**config.mk**
```make
export PLATFORM = sky130hd
export DESIGN_NAME = addr_div_unit
export DESIGN_NICKNAME = d
export VERILOG_FILES = /design/src/rtl/addr_div_unit.sv
export SDC_FILE = /design/constraint.sdc
export NUM_CORES = 1
export LEC_CHECK = 0
export ABC_AREA = 0
export BUFFER_PORTS_ARGS = -buffer_cell sky130_fd_sc_hd__clkbuf_2
export CAP_MARGIN = 5
export CORE_MARGIN = 2
export CORE_UTILIZATION = 55
export DETAILED_ROUTE_END_ITERATION = 7
export PLACE_DENSITY = 0.76
export SLEW_MARGIN = 0
export SYNTH_ARGS = -nofsm -noshare
export SYNTH_HDL_FRONTEND = slang
export SYNTH_SLANG_ARGS = --single-unit
export TNS_END_PERCENT = 50
```
**constraint.sdc**
```tcl
create_clock -name clk -period 8.25 [get_ports clk]
set_input_delay 0.825 -clock clk [delete_from_list [all_inputs] [get_ports clk]]
set_output_delay 0.825 -clock clk [all_outputs]
set_load 0.01 [all_outputs]
```
**src/rtl/addr_div_unit.sv**
```systemverilog
// Iterative unsigned restoring divider: BITS_PER_CYCLE quotient bits per clock, MSB first.
// Start/busy/done handshake; fixed latency of WIDTH/BITS_PER_CYCLE clocks, starts ignored while busy.
module addr_div_unit #(
    parameter int WIDTH          = 24,
    parameter int BITS_PER_CYCLE = 2
) (
    input  logic             clk,
    input  logic             rst,
    input  logic             i_start,
    input  logic [WIDTH-1:0] i_aj,
    input  logic [WIDTH-1:0] i_ak,
    output logic             o_busy,
    output logic             o_done,
    output logic [WIDTH-1:0] o_quotient,
    output logic [WIDTH-1:0] o_remainder,
    output logic             o_div_zero
);

    localparam int N  = WIDTH / BITS_PER_CYCLE;
    localparam int CW = $clog2(N + 1);

    typedef enum logic {IDLE, CALC} state_t;

    state_t           state_q, state_d;
    logic [WIDTH-1:0] dvd_q, dvd_d;
    logic [WIDTH-1:0] dvs_q, dvs_d;
    logic [WIDTH-1:0] quo_acc_q, quo_acc_d;
    logic [WIDTH:0]   rem_q, rem_d;
    logic [CW-1:0]    cnt_q, cnt_d;
    logic             dz_flag_q, dz_flag_d;
    logic [WIDTH-1:0] quo_q, quo_d;
    logic [WIDTH-1:0] rem_out_q, rem_out_d;
    logic             dz_q, dz_d;
    logic             done_q, done_d;

    logic [WIDTH:0]   r_step;
    logic [WIDTH-1:0] d_step;
    logic [WIDTH-1:0] q_step;

    // Partial remainder stays below the divisor between steps, so one extra bit holds the shifted value.
    always_comb begin
        r_step = rem_q;
        d_step = dvd_q;
        q_step = quo_acc_q;
        for (int k = 0; k < BITS_PER_CYCLE; k++) begin
            r_step = {r_step[WIDTH-1:0], d_step[WIDTH-1]};
            d_step = {d_step[WIDTH-2:0], 1'b0};
            if (r_step >= {1'b0, dvs_q}) begin
                r_step = r_step - {1'b0, dvs_q};
                q_step = {q_step[WIDTH-2:0], 1'b1};
            end else begin
                q_step = {q_step[WIDTH-2:0], 1'b0};
            end
        end
    end

    always_comb begin
        state_d   = state_q;
        dvd_d     = dvd_q;
        dvs_d     = dvs_q;
        quo_acc_d = quo_acc_q;
        rem_d     = rem_q;
        cnt_d     = cnt_q;
        dz_flag_d = dz_flag_q;
        quo_d     = quo_q;
        rem_out_d = rem_out_q;
        dz_d      = dz_q;
        done_d    = 1'b0;
        case (state_q)
            IDLE: begin
                if (i_start) begin
                    dvd_d     = i_aj;
                    dvs_d     = i_ak;
                    dz_flag_d = (i_ak == '0);
                    rem_d     = '0;
                    quo_acc_d = '0;
                    cnt_d     = CW'(N);
                    state_d   = CALC;
                end
            end
            CALC: begin
                rem_d     = r_step;
                dvd_d     = d_step;
                quo_acc_d = q_step;
                cnt_d     = cnt_q - CW'(1);
                if (cnt_q == CW'(1)) begin
                    quo_d     = q_step;
                    rem_out_d = r_step[WIDTH-1:0];
                    dz_d      = dz_flag_q;
                    done_d    = 1'b1;
                    state_d   = IDLE;
                end
            end
            default: state_d = IDLE;
        endcase
    end

    always_ff @(posedge clk) begin
        if (rst) begin
            state_q   <= IDLE;
            dvd_q     <= '0;
            dvs_q     <= '0;
            quo_acc_q <= '0;
            rem_q     <= '0;
            cnt_q     <= '0;
            dz_flag_q <= 1'b0;
            quo_q     <= '0;
            rem_out_q <= '0;
            dz_q      <= 1'b0;
            done_q    <= 1'b0;
        end else begin
            state_q   <= state_d;
            dvd_q     <= dvd_d;
            dvs_q     <= dvs_d;
            quo_acc_q <= quo_acc_d;
            rem_q     <= rem_d;
            cnt_q     <= cnt_d;
            dz_flag_q <= dz_flag_d;
            quo_q     <= quo_d;
            rem_out_q <= rem_out_d;
            dz_q      <= dz_d;
            done_q    <= done_d;
        end
    end

    assign o_busy      = (state_q == CALC);
    assign o_done      = done_q;
    assign o_quotient  = quo_q;
    assign o_remainder = rem_out_q;
    assign o_div_zero  = dz_q;

endmodule

```
==> qor.yml <==
critical_path:
  worst-path-buf-inv: 5
  critPathArrivalTime_ns: 6.28
  critical-path-top-delay-family: "compound AO/OA/AOI/OAI gates"
  crit_required_ns: 8.59
  worstPathCellList: "inv_1 > ha_1 > a21oi_2 > a21oi_2 > o41ai_4 > a31oi_4 > o31ai_4 > buf_4 > mux2i_1 > inv_1 > ha_1 > nand2_1 > o21ai_0 > inv_1 > o21ai_0 > a21oi_1 > nand3_1 > a211o_1 > buf_4 > mux2_1 > a211oi_1"
  cpPeakStageDelay_ns: 0.58
  critPathCaptureType: "flop"
  crit_path_frequent_cell: "inv_1"
  crit_type: "reg -> reg"
  cp_max_fo: 32
  slowest_stage: "o31ai_4"
  critPathLaunchType: "flop"
clocking:
  cts-root-buf: "clkbuf_16"
  cts_resized: 0
  post_cts_buffers: 0
  cts_tree: "done"
  cts_sinks: 150
  path_clk_slew_ns: 0.06
  cts_made_buffers: 17
  htree_levels: 4
  hold_buffers: 0
  max-clock-path-buffers: 2
  clk_latency_ns: 0.43
logic_synthesis:
  synth_cell_types: 61
  synth_edf_count: 0
  synth_top_family_by_area: "compound AO/OA/AOI/OAI gates"
  synth-compound-area-share: 0.2079
  synthSimpleGateAreaFrac: 0.2073
  yosys_register_bits: 150
  synth-warning-count: 0
  syn_area_mm2: 0.008536
  synthCells: 1088
  synthMuxAreaShare: 0.06552
  synth_fa_ha_area_frac: 0.07798
  async_reset_ff_frac: 0
  ys.flop_type: "dfxtp_1"
  synth_xor_area_frac: 0.03899
  synth_fp_nets: 1191
  yosysSeqAreaShare: 0.3518
  avgSynthCellArea_um2: 7.845
global_route:
  grt_antenna_before_repair: 0
  gr-total-overflow: 0
  grt_use_total: 0.2614
  grt_max_degree: 106
  grt_pass1_wl_mm: 34.87
  grt_pass1_vias: 7234
placed_design:
  place.gp.congestion: 0.9419
  dp.cells: 1321
  dpl.hpwl_mm: 15.11
  dp_slack_ns: 2.409
  placement.io_buffers: 101
  place_area_mm2: 0.009077
layout:
  area.growth.synth_to_final_pct: 13.05
  final_area_mm2: 0.009649
  drive_above_1_share: 0.1373
  fin_util: 0.6347
  stdcell_count: 1353
  num-nets-final: 1255
  antenna_cells: 0
route:
  drtPass1Iterations: 5
  drc: 0
  avgRoutedWirePerCell_um: 15.67
  drt.antenna.violating_nets: 0
  routed_wl_mm: 21.21
  vias: 7710
  vias_per_cell: 5.698
  first_iter_violations: 443
pwr:
  p_per_area_mw_per_mm2: 466.2
  p_leak_nw: 4.010
  vdd.ir_drop.worst_mv: 0.2557
  p_total_mw: 4.498
timing:
  finalCriticalPeriod_ns: 5.939
  skew_ns: 0.01188
  worst_slew_pin_slew_ns: 1.227
  fmax_mhz: 168.4
  worst_slack_ns: 2.311
  rsz0062_at_grt: "false"
  relSlewSlack: 0.1791
  period_share: 0.7199
  finalSetupViolations: 0
  slew_violations: 0
  finalHoldViolations: 0
  fin_tns_setup_ns: 0
  whs_ns: 0.4549
hold_path:
  holdCritPathClass: "reg -> reg"
floorplan:
  die_area_mm2: 0.01653
  initial_core_util: 0.5615
  boundaryPins: 102
  die_h_um: 128.6
  core-area_mm2: 0.01520
  rows: 45
  die_x_um: 128.6
flow_run:
  drv_cap: 0
run_status:
  run_status: "complete, no violations"
[where the power goes]
part | internal [mW] | leakage [nW] | switching, mW
Sequential | 0.777 | 1.22 | 0.0436
Combinational | 1.17 | 2.52 | 1.75
Clock | 0.426 | 0.271 | 0.334
Total | 2.37 | 4.01 | 2.12
[per-layer routing]
layer  vias up  part of all wire  global-route usage
li1       3914                 -                   -
met1      3585              0.46              0.3339
met4         0             0.019             0.08568
met5         -                 0                   0
met3        32             0.052             0.06403
met2       179              0.47              0.4362
[sequential cells by signal, indices dropped and copies added (netlist names)]
name and cells:
o_busy 1, quo_acc_q 22, rem_q 24, cnt_q 4, dvd_q 24, o_done 1, dvs_q 24, o_quotient 24
o_div_zero 1, dz_flag_q 1, o_remainder 24
[cells by family (layout without fill, tap and decap cells)]
logic type / count (synthesis) / in the layout
AOI/OAI and AO/OA: 287 / 287
xor gates and xnor gates: 38 / 38
buffers and inverters: 105 / 182
and+or+nand+nor: 401 / 401
muxes: 55 / 55
adders and majority gates: 52 / 52
DFF: 150 / 150
[final cells by class]
class / count / area (um2)
well taps: 188 / 235.2
fillers: 1387 / 5553
clock buffers: 19 / 432.9
flip-flops and latches: 150 / 3007
multi-input cells: 833 / 5114
inverters: 41 / 153.9
repair buffers: 109 / 568.0
clock inverters: 13 / 138.9
[worst register-to-register path: stages (launching register included)]
cell	delay, ns
dfxtp_1	0.33
inv_1	0.06
ha_1	0.39
a21oi_2	0.21
a21oi_2	0.10
o41ai_4	0.43
a31oi_4	0.18
o31ai_4	0.58
buf_4	0.46
mux2i_1	0.29
inv_1	0.07
ha_1	0.43
nand2_1	0.10
o21ai_0	0.25
inv_1	0.06
o21ai_0	0.15
a21oi_1	0.10
nand3_1	0.09
a211o_1	0.51
buf_4	0.44
mux2_1	0.40
a211oi_1	0.23
[worst paths after layout]
path / from / endpoint / slack [ns] / cells past startpoint
min: o_quotient[12] / o_quotient[12] / 0.45 / 2
min reg2reg: o_quotient[12] / o_quotient[12] / 0.45 / 2
max: dvs_q[2] / o_remainder[22] / 2.31 / 21
max reg2reg: dvs_q[2] / o_remainder[22] / 2.31 / 21
[placed cells by master (no fill, tap or decap), types with 24 or more instances in the layout]
cell	synthesis	routed
nand2_1	164	164
dfxtp_1	150	149
nor2_1	134	134
a21oi_1	130	130
clkbuf_2	0	100
ha_1	50	50
mux2i_1	48	48
o21ai_1	41	41
inv_1	40	40
a211oi_1	28	28
nor3b_1	24	24
[synthesized netlist by cell type (5+ instances only)]
library cell	number	area (um2)
a211oi_1	28	210.2
a21o_1	12	90.09
a21oi_1	130	650.6
a311oi_1	5	43.79
clkbuf_1	54	202.7
dfxtp_1	150	3003
ha_1	50	625.6
inv_1	40	150.1
mux2i_1	48	480.5
nand2_1	164	615.6
nand2b_1	10	62.56
nand3_1	16	80.08
nand4_1	10	62.56
nor2_1	134	503.0
nor3_1	17	85.08
nor3b_1	24	180.2
nor4_1	7	43.79
o21ai_0	22	110.1
o21ai_1	41	205.2
o31ai_1	9	67.56
xnor2_1	20	175.2
xor2_1	18	157.7
Power figures use the tool's default switching activity.
